--- config.mk ---
export PLATFORM = sky130hd
export DESIGN_NAME = pipe_stage_skid
export DESIGN_NICKNAME = d
export VERILOG_FILES = /design/src/rtl/pipeline_pkg.sv /design/src/rtl/pipe_sat_counter.sv /design/src/rtl/pipe_stage_skid.sv
export SDC_FILE = /design/constraint.sdc
export NUM_CORES = 1
export LEC_CHECK = 0
export CORE_MARGIN = 2
export CORE_UTILIZATION = 45
export CTS_CLUSTER_DIAMETER = 100
export DETAILED_ROUTE_END_ITERATION = 16
export PLACE_DENSITY_LB_ADDON = 0.15
export SETUP_SLACK_MARGIN = 0.02
export SLEW_MARGIN = 40
export SYNTH_ARGS = -nofsm -noshare
export SYNTH_HDL_FRONTEND = slang
export SYNTH_SLANG_ARGS = --single-unit
--- constraint.sdc ---
create_clock -name clk -period 6.5 [get_ports clk]
set_input_delay 1.3 -clock clk [delete_from_list [all_inputs] [get_ports clk]]
set_output_delay 1.3 -clock clk [all_outputs]
set_load 0.01 [all_outputs]
--- src/rtl/pipeline_pkg.sv ---
// pipeline_pkg: shared pipeline payload structs, skid-stage state encoding and perf counter width
package pipeline_pkg;
  typedef enum logic [1:0] {PS_EMPTY = 2'b00, PS_ONE = 2'b01, PS_FULL = 2'b10} pipe_stage_state_e;
  parameter int PIPE_PERF_CNT_W = 32;
  typedef struct packed {
    logic [31:0] pc;
    logic [31:0] instr;
    logic [31:0] pc_plus4;
  } IFID_Pipe_t;
endpackage

--- src/rtl/pipe_sat_counter.sv ---
// pipe_sat_counter: saturating up-counter, cleared only by asynchronous reset
module pipe_sat_counter #(
  parameter int CNT_W = 32
) (
  input  logic             clk,
  input  logic             rst,
  input  logic             inc,
  output logic [CNT_W-1:0] cnt
);
  always_ff @(posedge clk or posedge rst)
    if (rst) cnt <= '0;
    else if (inc && !(&cnt)) cnt <= cnt + 1'b1;
endmodule

--- src/rtl/pipe_stage_skid.sv ---
// pipe_stage_skid: valid/ready pipeline register with 2-entry skid buffer and flush; PIPE_STAGE_PERF_EN adds stall/bubble counters
module pipe_stage_skid
  import pipeline_pkg::*;
#(
  parameter int DATA_W = $bits(IFID_Pipe_t),
  parameter int CNT_W  = PIPE_PERF_CNT_W
) (
  input  logic              clk,
  input  logic              rst,
  input  logic              flush,
  input  logic              in_valid,
  output logic              in_ready,
  input  logic [DATA_W-1:0] in_data,
  output logic              out_valid,
  input  logic              out_ready,
  output logic [DATA_W-1:0] out_data
`ifdef PIPE_STAGE_PERF_EN
  ,
  output logic [CNT_W-1:0]  stall_cnt,
  output logic [CNT_W-1:0]  bubble_cnt
`endif
);
  pipe_stage_state_e state_q, state_d;
  logic [DATA_W-1:0] main_q, skid_q;
  logic in_fire, out_fire, main_we, skid_we, main_from_skid;
  assign out_valid = state_q != PS_EMPTY;
  assign in_ready  = state_q != PS_FULL;
  assign out_data  = main_q;
  assign in_fire   = in_valid && in_ready;
  assign out_fire  = out_valid && out_ready;
  always_comb begin
    state_d        = state_q;
    main_we        = 1'b0;
    skid_we        = 1'b0;
    main_from_skid = 1'b0;
    case (state_q)
      PS_EMPTY: begin
        state_d = in_fire ? PS_ONE : PS_EMPTY;
        main_we = in_fire;
      end
      PS_ONE: begin
        state_d = (in_fire && !out_fire) ? PS_FULL : (!in_fire && out_fire) ? PS_EMPTY : PS_ONE;
        main_we = in_fire && out_fire;
        skid_we = in_fire && !out_fire;
      end
      PS_FULL: begin
        state_d        = out_fire ? PS_ONE : PS_FULL;
        main_we        = out_fire;
        main_from_skid = 1'b1;
      end
      default: state_d = PS_EMPTY;
    endcase
    // squash wins over everything; a coincident upstream beat is dropped
    if (flush) begin
      state_d = PS_EMPTY;
      main_we = 1'b0;
      skid_we = 1'b0;
    end
  end
  always_ff @(posedge clk or posedge rst)
    if (rst) state_q <= PS_EMPTY;
    else state_q <= state_d;
  always_ff @(posedge clk or posedge rst)
    if (rst) main_q <= '0;
    else if (main_we) main_q <= main_from_skid ? skid_q : in_data;
  always_ff @(posedge clk or posedge rst)
    if (rst) skid_q <= '0;
    else if (skid_we) skid_q <= in_data;
`ifdef PIPE_STAGE_PERF_EN
  pipe_sat_counter #(.CNT_W(CNT_W)) u_stall_cnt (
    .clk(clk), .rst(rst), .inc(out_valid && !out_ready), .cnt(stall_cnt)
  );
  pipe_sat_counter #(.CNT_W(CNT_W)) u_bubble_cnt (
    .clk(clk), .rst(rst), .inc(!out_valid), .cnt(bubble_cnt)
  );
`endif
endmodule

==> metrics, run 1 <==
synthesis warning total 0; Req. time, crit path 6.81 ns; Setup crit end out_data[34]$_DFFE_PP0P_; worst hold slack between 0.5 and 0.6 ns; Design Area, Final 11240 sq um; number of I/O pins roughly 200; PortBufs 198; Final Hold Vio Count 0; type of origin of the critical path input pin; Total GRT Usage 18.28%; min Tclk post-route 3.327 ns; syn avg cell area 15.97 sq um; Setup Viol. Count Final 0; drt wl/cell between 15 and 20 um; maximum VDD drop 0.1767 mV; clk_lat worst skew around 0.42 ns; Post-Synthesis Cells between 500 and 600; nets@finish between 800 and 900; setup TNS 0 ns; WS Path Type in2reg; Final ANT Viol Nets 0; full die area 19950 sq um; first-pass GRT wire length 28880 um; sequential share of the synthesized area 57.26%; iteration-0 DRC count of the detailed router 185; Synth Area in Compound Gates 0.4280%; TritonCTS Buffers 17; Synth Area in Adders 0.2952%; period utilization between 50% and 60%; Synth Cell Area approximately 8500 sq um; MaxCap Viol Count 0; total grt overflow 0; Util after Layout 60.47%; Worst-Margin Slew 0.7758 ns; vias after detailed routing 4989; fin. max-slew vios 0; Placed Area approximately 11000 sq um; vias in the first global route 5591; slew margin rel. 48.28%; Lkg Pwr 4.676 nW; FMAX around 300 MHz; reg2reg start state_q[0]$_DFF_PP0_; clk root buf clkbuf_16; TritonRoute pass-1 iters 6; most common cell after layout, fill and taps aside mux2_2; reg2reg setup slack 3.60 ns; Detailed Place HPWL 11500 um; number of post-CTS setup repair buffers 0; crit path DAT between 3 and 4 ns; Worst-path clk slew about 0.07 ns; Crit. End Element flop; Post-Synth XOR/XNOR Area 0%; FF+latch count, synth approximately 190; Inserted Diodes 0; Cell Rows 50; status finished clean; largest net degree at the start of global routing 107; Die Width 141.3 um; Hold-fix buffers, CTS 0; CTS tree yes; vias per std cell slightly above 5; R2R depth 7; fraction of layout cells with a size suffix above 1 44.99%; Unique masters post-synth 21; core area 18580 sq um; Reg-to-Reg End out_data[34]$_DFFE_PP0P_; Filler Cell Count 1416; initial antenna violation count 0; CTS sink cnt 194; WL final between 15000 and 20000 um; clk buf depth 2; largest family of logic cells by synthesized area multiplexers; Simple-Gate Fraction of Synth Area less than 1%; worst min path class reg2reg; gpl congestion 0.7236; Clock Skews 0.009544 ns; Gates resized, CTS repair 0; Net Count, Synth approximately 630; area grow syn2layout 32.53%; initial core utilization 45.63%; most frequent cells in the layout 280 x mux2_2, 198 x clkdlybuf4s50_1, 194 x dfrtp_1; Residual DRC 0; Worst Setup SP out_ready; unrepaired setup endpoints after global routing no; H-tree levels 4; power per cell area between 300 and 400 nW/um^2; Die Height 141.3 um; CP max FO approximately 70; post-synthesis mux area share 38.68%
[critical path, stage by stage]
cell	delay (ns)
clkdlybuf4s50_1	0.51
mux2i_1	0.15
o31ai_4	0.56
buf_6	0.65
mux2_2	0.41
[state kept, by name, summed over array words and instances (netlist names)]
name	flops
out_data	96
skid_q	96
state_q	2
[kinds of logic after synthesis]
kind of cell | count (synthesis)
mux | 289
buf+inv | 35
compound gates | 3
simple gates | 8
flops | 194
fa+ha+maj | 2
[per-stage QoR]
stage | power (mW) | instances | worst slack, ns
floorplan | 2.277 | 531 | 2.696
global placement | 2.733 | 936 | 1.969
detailed placement | 2.792 | 940 | 2.715
CTS | 3.790 | 972 | 3.168
global route | 3.945 | 972 | 3.039
finish | 3.738 | 972 | 3.173
[layer usage]
metal	GRT usage [%]	up-vias	share of wire [%]
met5	0	-	0
met1	22.83	2552	43
li1	-	2301	-
met3	4.624	17	5.1
met4	5.684	0	1.3
met2	31.40	119	51
[where the power goes]
group / switching, mW / internal (mW)
Clock: 0.482 / 0.503
Sequential: 0.190 / 1.58
Combinational: 0.330 / 0.653
[cell type report]
type | instances | area (sq um) | share of cell area (%)
inverters | 3 | 15.01 | 0.1336
flip-flops and latches | 194 | 4855 | 43.21
clock inverters | 14 | 120.1 | 1.069
well taps | 234 | 292.8 | 2.606
repair buffers | 207 | 2106 | 18.74
clock buffers | 18 | 429.2 | 3.820
multi-input cells | 302 | 3418 | 30.42
[worst min-delay path by stage]
stage                        startpoint                       end  cells after the start
4_1_cts          skid_q[51]$_DFFE_PP0P_    skid_q[51]$_DFFE_PP0P_                      1
3_5_place_dp     skid_q[51]$_DFFE_PP0P_    skid_q[51]$_DFFE_PP0P_                      1
5_1_grt        out_data[90]$_DFFE_PP0P_  out_data[90]$_DFFE_PP0P_                      1
3_3_place_gp     skid_q[30]$_DFFE_PP0P_    skid_q[30]$_DFFE_PP0P_                      1
2_1_floorplan    skid_q[72]$_DFFE_PP0P_    skid_q[72]$_DFFE_PP0P_                      1
6_report         skid_q[89]$_DFFE_PP0P_    skid_q[89]$_DFFE_PP0P_                      1
[synthesized netlist by cell type]
cell | n | area, sq um
mux2_1 | 1 | 11.26
mux2_2 | 280 | 3153
and2_1 | 1 | 6.260
nand2_1 | 1 | 3.750
o21a_1 | 1 | 7.510
or2_2 | 1 | 6.260
dfrtp_1 | 194 | 4855
nand3b_1 | 1 | 7.510
inv_1 | 3 | 11.26
buf_4 | 5 | 37.54
nor4bb_1 | 1 | 10.01
mux2_4 | 7 | 105.1
o31ai_4 | 1 | 21.27
buf_2 | 20 | 100.1
nor2_1 | 1 | 3.750
mux2i_1 | 1 | 10.01
buf_6 | 7 | 78.83
o31ai_1 | 1 | 7.510
ha_1 | 2 | 25.02
nand2b_1 | 1 | 6.260
nand4bb_1 | 1 | 11.26
No activity file was read; power rests on OpenSTA's default activity.
==> inputs of run 2 (changes only) <==
==> constraint.sdc (replaced) <==
create_clock -name clk -period 2.7 [get_ports clk]
set_input_delay 0.54 -clock clk [delete_from_list [all_inputs] [get_ports clk]]
set_output_delay 0.54 -clock clk [all_outputs]
set_load 0.01 [all_outputs]
==> run 2 against run 1 <==
  * Die area did not move
  * Total power up 150%
  * Sequential power grew 140%
  * Final area grew 1.7%
  * Clock power grew to 2.6 times the previous value
  * Critical path type is now reg2out
  * Critical endpoint is now in_ready
  * Largest power group unchanged
==> metrics, run 2 (synthesis gave the netlist of run 1 again) <==
first-pass GRT wire length 29150 um; H-tree levels 4; number of I/O pins 199; Hold-fix buffers, CTS 0; Die Width 141.3 um; type of origin of the critical path flop; Detailed Place HPWL 11860 um; Placed Area 10780 sq um; CP delay by family, top buffers and inverters; fraction of layout cells with a size suffix above 1 between 40% and 50%; CP max stage cell clkdlybuf4s50_1; fin. max-slew vios 0; min Tclk post-route 2.546 ns; MaxCap Viol Count 0; Total GRT Usage 18.74%; Die Height 141.3 um; Design Area, Final 11420 sq um; number of post-CTS setup repair buffers 0; DP Cell Count about 950; CP max FO 39; Req. time, crit path 2.16 ns; unrepaired setup endpoints after global routing no; CP max stage delay 0.59 ns; clk_lat worst skew 0.43 ns; vias after detailed routing 4998; crit-path cells nand2b_4, buf_16, clkdlybuf4s50_1; iteration-0 DRC count of the detailed router 129; Clock Skews 0.007997 ns; PortBufs 198; Worst-path clk slew 0.07 ns; Inserted Diodes 0; Residual DRC 0; critical path depth 3; maximum VDD drop 0.4983 mV; vias per std cell approximately 5.1; status finished clean; WS Path Type reg2out; clk root buf clkbuf_16; power per cell area 807.3 nW/um^2; TritonRoute pass-1 iters 4; total grt overflow 0; Gates resized, CTS repair 1; drt wl/cell approximately 18 um; vias in the first global route roughly 5600; worst min path class in2async; Post-Layout Cell Count ~1000; full die area 19950 sq um; CTS tree yes; Crit. End Element output port; period utilization a little over nine tenths; Final ANT Viol Nets 0; CTS sink cnt between 150 and 200; initial core utilization between 40% and 50%; clk buf depth 2; CP bufs+invs 2; core area 18580 sq um; gpl congestion 0.7070; slew margin rel. 66.27%; Cell Rows 50; Setup Viol. Count Final 0; Final Hold Vio Count 0; nets@finish 834; most frequent cells in the layout 280 x mux2_2, 198 x clkdlybuf4s50_1, 194 x dfrtp_1; Lkg Pwr 4.764 nW; largest net degree at the start of global routing 64; FMAX 392.8 MHz; crit path DAT 2.01 ns; Worst-Margin Slew 0.5049 ns; most common cell after layout, fill and taps aside mux2_2; WL final 17820 um; area grow syn2layout 34.73%; TritonCTS Buffers 17; initial antenna violation count 0; R2R depth 6
run 2: cell types whose count changed in the layout (fill, tap and decap cells not counted), moves of 2 or more:
cell       delta
buf_12        +6
clkbuf_8      +2
buf_4         +2
buf_6         -3
bufinv_16     +2
clkinv_4      -2
run 2: cell type report:
class,instances,area [sq um]
clock buffer,20,456.7
multi-input combinational,302,3418
fill,1395,7158
tap,234,292.8
clock inverter,12,145.1
inverter,3,15.01
timing repair buffer,213,2240
sequential,194,4855
run 2: final timing paths:
kind	endpoint	from	slack, ns
worst min-delay path	out_data[6]$_DFFE_PP0P_	rst	0.50
worst min register to register	skid_q[12]$_DFFE_PP0P_	skid_q[12]$_DFFE_PP0P_	0.50
min in group clk	skid_q[12]$_DFFE_PP0P_	skid_q[12]$_DFFE_PP0P_	0.50
worst max-delay path	in_ready	state_q[0]$_DFF_PP0_	0.15
max in group asynchronous	out_data[63]$_DFFE_PP0P_	rst	1.52
worst max register to register	skid_q[86]$_DFFE_PP0P_	state_q[1]$_DFF_PP0_	0.41
run 2: power breakdown:
part | total (mW) | internal, mW | switching (mW) | leakage [nW]
Clock | 2.57 | 1.44 | 1.13 | 0.287
Combinational | 2.40 | 1.59 | 0.808 | 2.15
Sequential | 4.25 | 3.80 | 0.451 | 2.33
Total | 9.22 | 6.83 | 2.39 | 4.76
run 2: layer usage:
metal	global-route usage [%]	part of all wire [%]
met5	0	0
met4	5.789	1.5
met3	5.366	5.4
met2	31.48	49
met1	23.63	44
run 2: metrics by stage:
step | power (mW) | util (%) | setup WS (ns) | hold slack, ns | setup TNS (ns)
floorplan | 5.482 | - | -0.3444 | 0.4766 | -66.82
global placement | 6.603 | 58.02 | 0.1494 | 0.4848 | 0
detailed placement | 6.737 | 58.02 | 0.1230 | 0.4919 | 0
CTS | 9.344 | 61.47 | 0.1182 | 0.5039 | 0
global route | 9.717 | 61.47 | 0.03665 | 0.5112 | 0
finish | 9.221 | 61.47 | 0.1540 | 0.4987 | 0
==> inputs of run 3 (changes only) <==
--- a/config.mk
+++ b/config.mk
@@ -5,8 +5,11 @@
 export SDC_FILE = /design/constraint.sdc
 export NUM_CORES = 1
 export LEC_CHECK = 0
-export CORE_MARGIN = 2
-export CORE_UTILIZATION = 45
+export ABC_AREA = 1
+export CELL_PAD_IN_SITES_DETAIL_PLACEMENT = 1
+export CELL_PAD_IN_SITES_GLOBAL_PLACEMENT = 2
+export CORE_MARGIN = 5
+export CORE_UTILIZATION = 26
 export CTS_CLUSTER_DIAMETER = 100
 export DETAILED_ROUTE_END_ITERATION = 16
 export PLACE_DENSITY_LB_ADDON = 0.15
==> run 3 against run 2 <==
  * First-iteration DRC count grew 150%
  * Critical path depth is the same
  * Clock skew grew 0.0013 ns
  * Total power grew 1.0%
  * Sequential cell count is the same
  * Sequential share of layout area shrank 2.1 points
  * Maximum frequency grew 18%
  * Clock-buffer cell count grew 3
  * Critical path type unchanged
==> metrics, run 3 <==
Detailed Place HPWL 17210 um; Req. time, crit path between 2 and 2.5 ns; maximum VDD drop 0.4083 mV; asr flop ratio synth 100.0%; Synth top cells by count 579 x nand2_1, 194 x dfrtp_1, 103 x inv_1, 99 x nand3_1, 89 x o21ai_0; unrepaired setup endpoints after global routing no; worst min path class reg2reg; MaxCap Viol Count 0; Crit. End Element output port; nets@finish approximately 1400; Design Area, Final around 12000 sq um; TritonCTS Buffers 17; type of origin of the critical path flop; clk buf depth 2; CP max FO 5; share of the synthesized area in the top cell type 55.00%; GR Util met3 3.458%; total grt overflow 0; full die area 37740 sq um; min Tclk post-route 2.156 ns; vias in the first global route 8242; Net Count, Synth approximately 1300; CTS tree yes; area grow syn2layout 36.19%; Synth Flop Type dfrtp_1; WS Path Type reg2out; Synth Cell Area 8827 sq um; Util after Layout 35.85%; Yosys top cell by area dfrtp_1; vias after detailed routing between 7000 and 8000; ranking of synthesized cells by area dfrtp_1 55%, nand2_1 25%, nand3_1 5.6%, o21ai_0 5.0%, inv_1 4.4%; Worst-path clk slew 0.07 ns; Unique masters post-synth 19; GR Util met2 between 20% and 30%; Worst-Margin Slew 0.5870 ns; Residual DRC 0; period utilization 79.86%; Total GRT Usage 15.36%; power per cell area between 700 and 800 nW/um^2; core area 33530 sq um; FMAX roughly 460 MHz; Gates resized, CTS repair 0; first-pass GRT wire length about 47000 um; Lkg Pwr 6.262 nW; setup TNS 0 ns; sequential share of the synthesized area 55.00%; number of I/O pins 199; clk_lat worst skew 0.43 ns; crit path DAT 1.62 ns; met1 usage between 10% and 20%; status finished clean; Clock Skews 0.009258 ns; Die Width 194.3 um; Post-synth EDFFs 0; vias per std cell 4.294; FF+latch count, synth 194; Die Height 194.3 um; Cell Rows 67; TritonRoute pass-1 iters 4; CTS sink cnt 194; most common cell after layout, fill and taps aside nand2_1; number of post-CTS setup repair buffers 0; Final ANT Viol Nets 0; most numerous cell in the Yosys netlist nand2_1; Hold-fix buffers, CTS 0; gpl congestion between 0.7 and 0.8; initial antenna violation count 3; Final Hold Vio Count 0; H-tree levels 4; slew margin rel. between 60% and 70%; PortBufs 198; fraction of layout cells with a size suffix above 1 4.348%; Post-Synthesis Cells 1156; Inserted Diodes 0; most frequent cells in the layout 579 x nand2_1, 198 x clkdlybuf4s50_1, 194 x dfrtp_1; syn avg cell area 7.636 sq um; synthesis warning total 0; Placed Area between 10000 and 15000 sq um; drt wl/cell 15.89 um; WL final 28320 um; largest net degree at the start of global routing a little under 100; fin. max-slew vios 0; Setup Viol. Count Final 0; initial core utilization 26.32%; iteration-0 DRC count of the detailed router 322; clk root buf clkbuf_16; layer with the highest usage met2
-- run 3: cell types whose count changed in the layout (fill, tap and decap cells not counted), sizes merged, moves of 3 or more --
cell and change:
inv +97, mux2 -288, clkbuf +3, nand3 +101, o21ai +96, buf +5, bufinv +3, nand2 +580
nor2 +4
-- run 3: cell families (layout without fill, tap and decap cells) --
group	Yosys count	after routing	synth area share, %
adders and majority gates	2	2	0.2834
buffers and inverters	176	354	8.264
DFF	194	194	55.00
AOI/OAI and AO/OA	97	97	5.528
and+or+nand+nor	687	687	30.93
-- run 3: through the flow --
step	hold slack, ns	worst slack [ns]	total power, mW	instances
after floorplan	0.4534	-0.3444	5.255	1156
after global placement	0.4543	0.3435	6.505	1750
after detailed placement	0.4580	0.2870	6.557	1750
after CTS	0.4756	0.4943	9.521	1782
after global routing	0.4916	0.4178	9.953	1782
final	0.4678	0.5439	9.316	1782
-- run 3: area by class of cell --
| class | count | area (sq um) |
|---|---|---|
| clock buffers | 23 | 488.0 |
| clock inverters | 9 | 175.2 |
| fillers | 4039 | 21510 |
| inverters | 105 | 400.4 |
| multi-input cells | 786 | 3268 |
| flip-flops and latches | 194 | 4855 |
| well taps | 448 | 560.5 |
| repair buffers | 217 | 2275 |
-- run 3: power breakdown --
part           internal, mW  switching (mW)  leakage (nW)
combinational          1.14            1.12          3.51
clock                  1.74            1.14         0.319
sequential             3.73           0.458          2.43
total                  6.61            2.71          6.26
-- run 3: final timing paths --
kind	startpoint	to	slack, ns	depth (start not counted)
worst max-delay path	state_q[1]$_DFF_PP0_	out_valid	0.54	3
worst min-delay path	out_data[12]$_DFFE_PP0P_	out_data[12]$_DFFE_PP0P_	0.47	2
worst max register to register	state_q[1]$_DFF_PP0_	out_data[42]$_DFFE_PP0P_	0.66	10
worst min register to register	out_data[12]$_DFFE_PP0P_	out_data[12]$_DFFE_PP0P_	0.47	2
max in group asynchronous	rst	out_data[59]$_DFFE_PP0P_	1.47	3
min in group asynchronous	rst	skid_q[80]$_DFFE_PP0P_	0.53	2
-- run 3: critical path, stage by stage, from the launching register on --
cell	delay [ns]
dfrtp_1	0.46
nor2_1	0.20
inv_1	0.06
clkdlybuf4s50_1	0.47
-- run 3: metal layers --
metal,routed length (um),share of wire (%)
met3,1086,3.8
met4,420,1.5
met5,39,0.14
met1,13200,47
met2,13570,48
==> variant 1: new RTL, config.mk and constraints of run 1 <==
Make the reset (`rst`) synchronous in 3 clocked blocks. Comments in the files are not updated.
--- a/src/rtl/pipe_stage_skid.sv
+++ b/src/rtl/pipe_stage_skid.sv
@@ -58,11 +58,11 @@
     end
   end
-  always_ff @(posedge clk or posedge rst)
+  always_ff @(posedge clk)
     if (rst) state_q <= PS_EMPTY;
     else state_q <= state_d;
-  always_ff @(posedge clk or posedge rst)
+  always_ff @(posedge clk)
     if (rst) main_q <= '0;
     else if (main_we) main_q <= main_from_skid ? skid_q : in_data;
-  always_ff @(posedge clk or posedge rst)
+  always_ff @(posedge clk)
     if (rst) skid_q <= '0;
     else if (skid_we) skid_q <= in_data;
Function: differs if rst is asserted again (counterexample within 4 cycles, from zero or initial values and one cycle with rst high); with rst held inactive, the same outputs for 4 cycles.
==> variant 1 against run 1 <==
Sequential cell count unchanged. Final cell count up 30%. First-iteration DRC count rose by 150%. Hold slack lost 0.052 ns. Wire length rose by 26%. Synthesized area decreased by 2.1%. Setup slack got worse by 0.22 ns. Cell area decreased by 3.2%. Sequential share of layout area shrank 7.5 points. Critical endpoint is now skid_q[62]$_SDFFE_PP0P_. Largest cell class is now multi-input gates.
Power is not compared: it rests on default switching activity, and its combinational part moved more than twofold at a synthesized area within 25%.
==> variant 1: results (changes against run 1) <==
* Number of filler instances in the final layout at 1603 (was 1416)
* Cts repair resizes at 0 (unchanged)
* Clock Pin Slew Worst Setup and Hold Paths at 0.07 ns (about the same)
* Number of global-route vias before repair at 6612 (was 5591)
* Met3 WL post-DR at 1.04 mm (was 883 um)
* Pin count of the biggest net entering global routing at 99 (was 107)
* # H-tree levels at 4 (unchanged)
* Wire length of the first global-routing pass at 35.3 mm (was 28.9 mm)
* Maximum fanout along the worst path at 49 (was 72)
* Leakage power summed over all cells at 4.18 nW
* Topmost layer with routed signal wires: met4 (unchanged)
* Synthesized Nets at 992 (was 634)
* Worst setup skew after layout at 0.00938 ns (was 0.00954 ns)
* Max stage delay on crit path at 0.58 ns (was 0.65 ns)
* Slowest-stage cell, CP: sky130_fd_sc_hd__buf_4 (was sky130_fd_sc_hd__buf_6)
* Via-to-Cell Ratio at 5.48 (was 5.13)
* Last weighted congestion value of the routability-driven placer at 0.751 (was 0.724)
* Met3 Track Usage GR at 0.0437 (was 0.0462)
* Starting Density at 0.460 (was 0.456)
* Worst Path Arrival at 3.91 ns (was 3.63 ns)
* Number of nets at the end of the flow at 1125 (was 828)
* Number of detailed-routing iterations run before antenna repair at 5 (was 6)
* Fraction of registers with async set or reset after synthesis at 0 (was 1.00)
* Seq/Total Area, Yosys at 0.468 (was 0.573)
* Met1 routing resource usage after global routing at 0.315 (was 0.228)
* Iter 0 DRT Violations at 454 (was 185)
* Post-route met1 wirelength at 10.5 mm (was 7.49 mm)
* All-Layer GR Usage at 0.221 (was 0.183)
* Detailed-route wire length per cell at 17.4 um (was 17.9 um)
* Insertion delay to the later sink of the worst-skew pair at 0.43 ns
* Outcome: finished, final reports clean (unchanged)
* Slew headroom at 0.417 (was 0.483)
* Met2 GRT Util at 0.338 (was 0.314)
* Hold Path Stages at 2 (was 1)
* Count of cells along the worst register-to-register path at 8 (was 7)
* Setup slack at placement at 2.53 ns (was 2.72 ns)
* Detailed Place HPWL at 12.7 mm (was 11.5 mm)
* Routed wl met2 at 10.1 mm (was 8.84 mm)
* Number of library cell types mapped by synthesis at 26 (was 21)
* Share of final-layout standard cells stronger than drive strength 1 at 0.0908 (was 0.450)
* Top cell types by occurrence after synthesis: sky130_fd_sc_hd__dfxtp_1, sky130_fd_sc_hd__nand2_1, sky130_fd_sc_hd__a211oi_1 (was sky130_fd_sc_hd__mux2_2, sky130_fd_sc_hd__dfrtp_1, sky130_fd_sc_hd__buf_2)
* Ranking of synthesized cells by area: sky130_fd_sc_hd__dfxtp_1, sky130_fd_sc_hd__a211oi_1, sky130_fd_sc_hd__mux2i_1, sky130_fd_sc_hd__nand2_1, sky130_fd_sc_hd__a211oi_2 (was sky130_fd_sc_hd__dfrtp_1, sky130_fd_sc_hd__mux2_2, sky130_fd_sc_hd__mux2_4, sky130_fd_sc_hd__buf_2, sky130_fd_sc_hd__buf_6)
==> variant 1: changes by cell type after synthesis, sizes merged, moves of 7 or more <==
cell	run 1	this run
mux2	288	1
nand2	1	192
a21oi	0	97
mux2i	1	96
dfrtp	194	0
a211oi	0	192
buf	32	39
dfxtp	0	194
clkbuf	0	60
==> variant 1: report_power, final <==
| group | internal [mW] | switching, mW |
|---|---|---|
| combinational | 0.199 | 0.181 |
| clock | 0.497 | 0.473 |
| sequential | 1.24 | 0.0315 |
| total | 1.94 | 0.685 |
==> variant 1: path summary, 6_finish.rpt <==
check / start / to / slack, ns
max: out_ready / skid_q[62]$_SDFFE_PP0P_ / 2.95
min reg2reg: skid_q[82]$_SDFFE_PP0P_ / skid_q[82]$_SDFFE_PP0P_ / 0.45
min: skid_q[82]$_SDFFE_PP0P_ / skid_q[82]$_SDFFE_PP0P_ / 0.45
max reg2reg: state_q[0]$_SDFF_PP0_ / skid_q[62]$_SDFFE_PP0P_ / 3.38
==> variant 1: per-stage QoR <==
step                instance area [um2]  instances  utilization
floorplan                          8300        889            -
global placement                  10300       1228        0.569
detailed placement                10300       1231        0.573
CTS                               10900       1263        0.602
global route                      10900       1264        0.603
finish                            10900       1264        0.603
==> variant 1: layout make-up <==
class	instances	area, um2	share of cell area
multi-input cells	594	4010	0.369
well taps	229	287	0.0263
clock buffers	19	433	0.0398
inverters	2	7.51	0.000690
flip-flops and latches	194	3880	0.357
repair buffers	213	2150	0.198
clock inverters	13	104	0.00955
==> variant 1: logic make-up (layout without fill, tap and decap cells) <==
family                   after synthesis  after routing  synth area share
AO/OA/AOI/OAI                        291            291             0.258
adder cells (fa/ha/maj)                2              2           0.00302
buffers and inverters                101            247            0.0558
flip-flops                           194            194             0.468
multiplexers                          97             97             0.117
AND/OR/NAND/NOR                      204            204            0.0977
==> variant 2: new RTL, config.mk and constraints of run 1 <==
Without the edit above. Add a define of `PIPE_STAGE_PERF_EN`.
--- a/src/rtl/pipe_stage_skid.sv
+++ b/src/rtl/pipe_stage_skid.sv
@@ -1,3 +1,5 @@
 // pipe_stage_skid: valid/ready pipeline register with 2-entry skid buffer and flush; PIPE_STAGE_PERF_EN adds stall/bubble counters
+`define PIPE_STAGE_PERF_EN
+
 module pipe_stage_skid
   import pipeline_pkg::*;
Behaviour (old outputs only; new: bubble_cnt and stall_cnt): same outputs for any inputs over 4 cycles, from zero or initial values and one cycle with rst high; that may be too few to reach the edited logic, so the function may still have changed.
==> variant 2 against run 1 <==
Sequential cell count rose by 64. Synthesized area grew 36%. Hold slack worse by 0.017 ns. Synthesized cell count rose by 53%. Total power up 33%. Setup slack got worse by 0.30 ns. Cell area increased by 37%. Non-clock buffer count up 64. Sequential share of layout area down 1.2 points. Core utilization up 0.77 points. Wire length increased by 46%. Critical path depth fell by 3. Sequential power rose by 28%. Critical path type is now flop to output pin. Largest power group unchanged.
==> variant 2: results (changes against run 1) <==
* Outcome: finished, final reports clean (unchanged)
* Met3 Track Usage GR at 0.0482 (was 0.0462)
* Pin count of the biggest net entering global routing at 131 (was 107)
* TritonCTS Buffers at 29 (was 17)
* Largest buffer count on any clock path at 3 (was 2)
* Met1 routing resource usage after global routing at 0.266 (was 0.228)
* Smallest hold slack at 0.489 ns (was 0.505 ns)
* Share of final-layout standard cells stronger than drive strength 1 at 0.291 (was 0.450)
* Routed via count at 7490 (was 4989)
* Detailed Place HPWL at 16.9 mm (was 11.5 mm)
* Seq/Total Area, Yosys at 0.561 (was 0.573)
* Post-Syn Instances at 815 (was 531)
* Last weighted congestion value of the routability-driven placer at 0.740 (was 0.724)
* Total of buffers placed on input and output ports at 262 (was 198)
* Met2 GRT Util at 0.298 (was 0.314)
* Top cell types by occurrence after synthesis: sky130_fd_sc_hd__dfrtp_1, sky130_fd_sc_hd__mux2_2, sky130_fd_sc_hd__xnor2_1 (was sky130_fd_sc_hd__mux2_2, sky130_fd_sc_hd__dfrtp_1, sky130_fd_sc_hd__buf_2)
* Initial antenna violation count at 2 (was 0)
* Maximum fanout along the worst path at 51 (was 72)
* Worst reg2reg setup slack at 3.33 ns (was 3.60 ns)
* Total Wirelength at 25.5 mm (was 17.4 mm)
* Maximum VDD drop at 0.196 mV (was 0.177 mV)
* Setup bufs post-CTS at 0 (unchanged)
* Number of global-route vias before repair at 7674 (was 5591)
* Design internal power at 3.69 mW (was 2.74 mW)
* Endpoint of the lowest-slack register-to-register path: out_data[67]$_DFFE_PP0P_ (was out_data[34]$_DFFE_PP0P_)
* All-Layer GR Usage at 0.190 (was 0.183)
* Iter 0 DRT Violations at 306 (was 185)
* # H-tree levels at 1 (was 4)
* Met3 WL post-DR at 1.73 mm (was 883 um)
* Wire length of the first global-routing pass at 40.8 mm (was 28.9 mm)
* Worst Path Arrival at 2.32 ns (was 3.63 ns)
* Routed wl met2 at 11.5 mm (was 8.84 mm)
* Synthesized Nets at 920 (was 634)
* Number of detailed-routing iterations run before antenna repair at 4 (was 6)
* Worst setup skew after layout at 0.00642 ns (was 0.00954 ns)
* Clock Pin Slew Worst Setup and Hold Paths at 0.06 ns
* Topmost layer with routed signal wires: met5 (was met4)
* Setup slack at placement at 2.70 ns (was 2.72 ns)
* Hold wc startpoint: u_bubble_cnt.cnt[21]$_DFFE_PP0P_ (was skid_q[89]$_DFFE_PP0P_)
* Post-Place Cell Area at 14400 um2 (was 10700 um2)
* Post-route met1 wirelength at 11.8 mm (was 7.49 mm)
* Final std cells w/o fill at 1429 (was 972)
* Slew at the pin closest to its max-slew limit at 0.778 ns (was 0.776 ns)
* Cts repair resizes at 0 (unchanged)
[variant 2: cell count changes after synthesis, moves of 9 or more]
cell                       delta
sky130_fd_sc_hd__nand4_1     +29
sky130_fd_sc_hd__nor3_1      +10
sky130_fd_sc_hd__dfrtp_1     +64
sky130_fd_sc_hd__nand2_1     +21
sky130_fd_sc_hd__mux2_2      -32
sky130_fd_sc_hd__xor2_1      +14
sky130_fd_sc_hd__clkbuf_1     +9
sky130_fd_sc_hd__nor2_1      +15
sky130_fd_sc_hd__mux2_1      +40
sky130_fd_sc_hd__nand3_1     +24
sky130_fd_sc_hd__xnor2_1     +46
sky130_fd_sc_hd__and3_1      +13
[variant 2: power by group through the flow]
| stage | clock, mW | combinational [mW] | sequential (mW) |
|---|---|---|---|
| after CTS | 1.62 | 1.16 | 2.26 |
| after global placement | 0 | 1.13 | 2.28 |
| after floorplan | 0 | 0.521 | 2.32 |
| final | 1.58 | 1.15 | 2.26 |
| after detailed placement | 0 | 1.16 | 2.29 |
| after global routing | 1.69 | 1.24 | 2.32 |
[variant 2: critical path, cell delays in order, from the launching register on]
cell	delay (ns)
sky130_fd_sc_hd__dfrtp_1	0.42
sky130_fd_sc_hd__nand2b_4	0.66
sky130_fd_sc_hd__clkdlybuf4s50_1	0.67
[variant 2: cell families (layout without fill, tap and decap cells)]
| kind of cell | Yosys count | after routing | share of synthesized area |
|---|---|---|---|
| AO/OA/AOI/OAI | 12 | 12 | 0.0105 |
| flip-flops | 258 | 258 | 0.561 |
| adder cells (fa/ha/maj) | 4 | 4 | 0.00435 |
| XOR/XNOR | 60 | 60 | 0.0457 |
| multiplexers | 290 | 290 | 0.284 |
| buffers and inverters | 45 | 329 | 0.0196 |
| AND/OR/NAND/NOR | 146 | 146 | 0.0749 |
[variant 2: worst max path at each step]
| stage | start | endpoint | slack, ns | cells past startpoint |
|---|---|---|---|---|
| 2_1_floorplan | rst | out_data[0]$_DFFE_PP0P_ | 1.80 | 1 |
| 3_3_place_gp | out_ready | out_data[67]$_DFFE_PP0P_ | 2.74 | 8 |
| 3_5_place_dp | out_ready | out_data[57]$_DFFE_PP0P_ | 2.70 | 8 |
| 4_1_cts | state_q[0]$_DFF_PP0_ | in_ready | 2.84 | 2 |
| 5_1_grt | state_q[0]$_DFF_PP0_ | in_ready | 2.77 | 2 |
| 6_report | state_q[0]$_DFF_PP0_ | in_ready | 2.88 | 2 |
[variant 2: cell type report]
class,count,area [um2]
inverter,6,26.3
sequential,258,6460
multi-input combinational,512,4840
fill,2067,9730
tap,330,413
timing repair buffer,271,2720
clock inverter,11,108
clock buffer,41,821
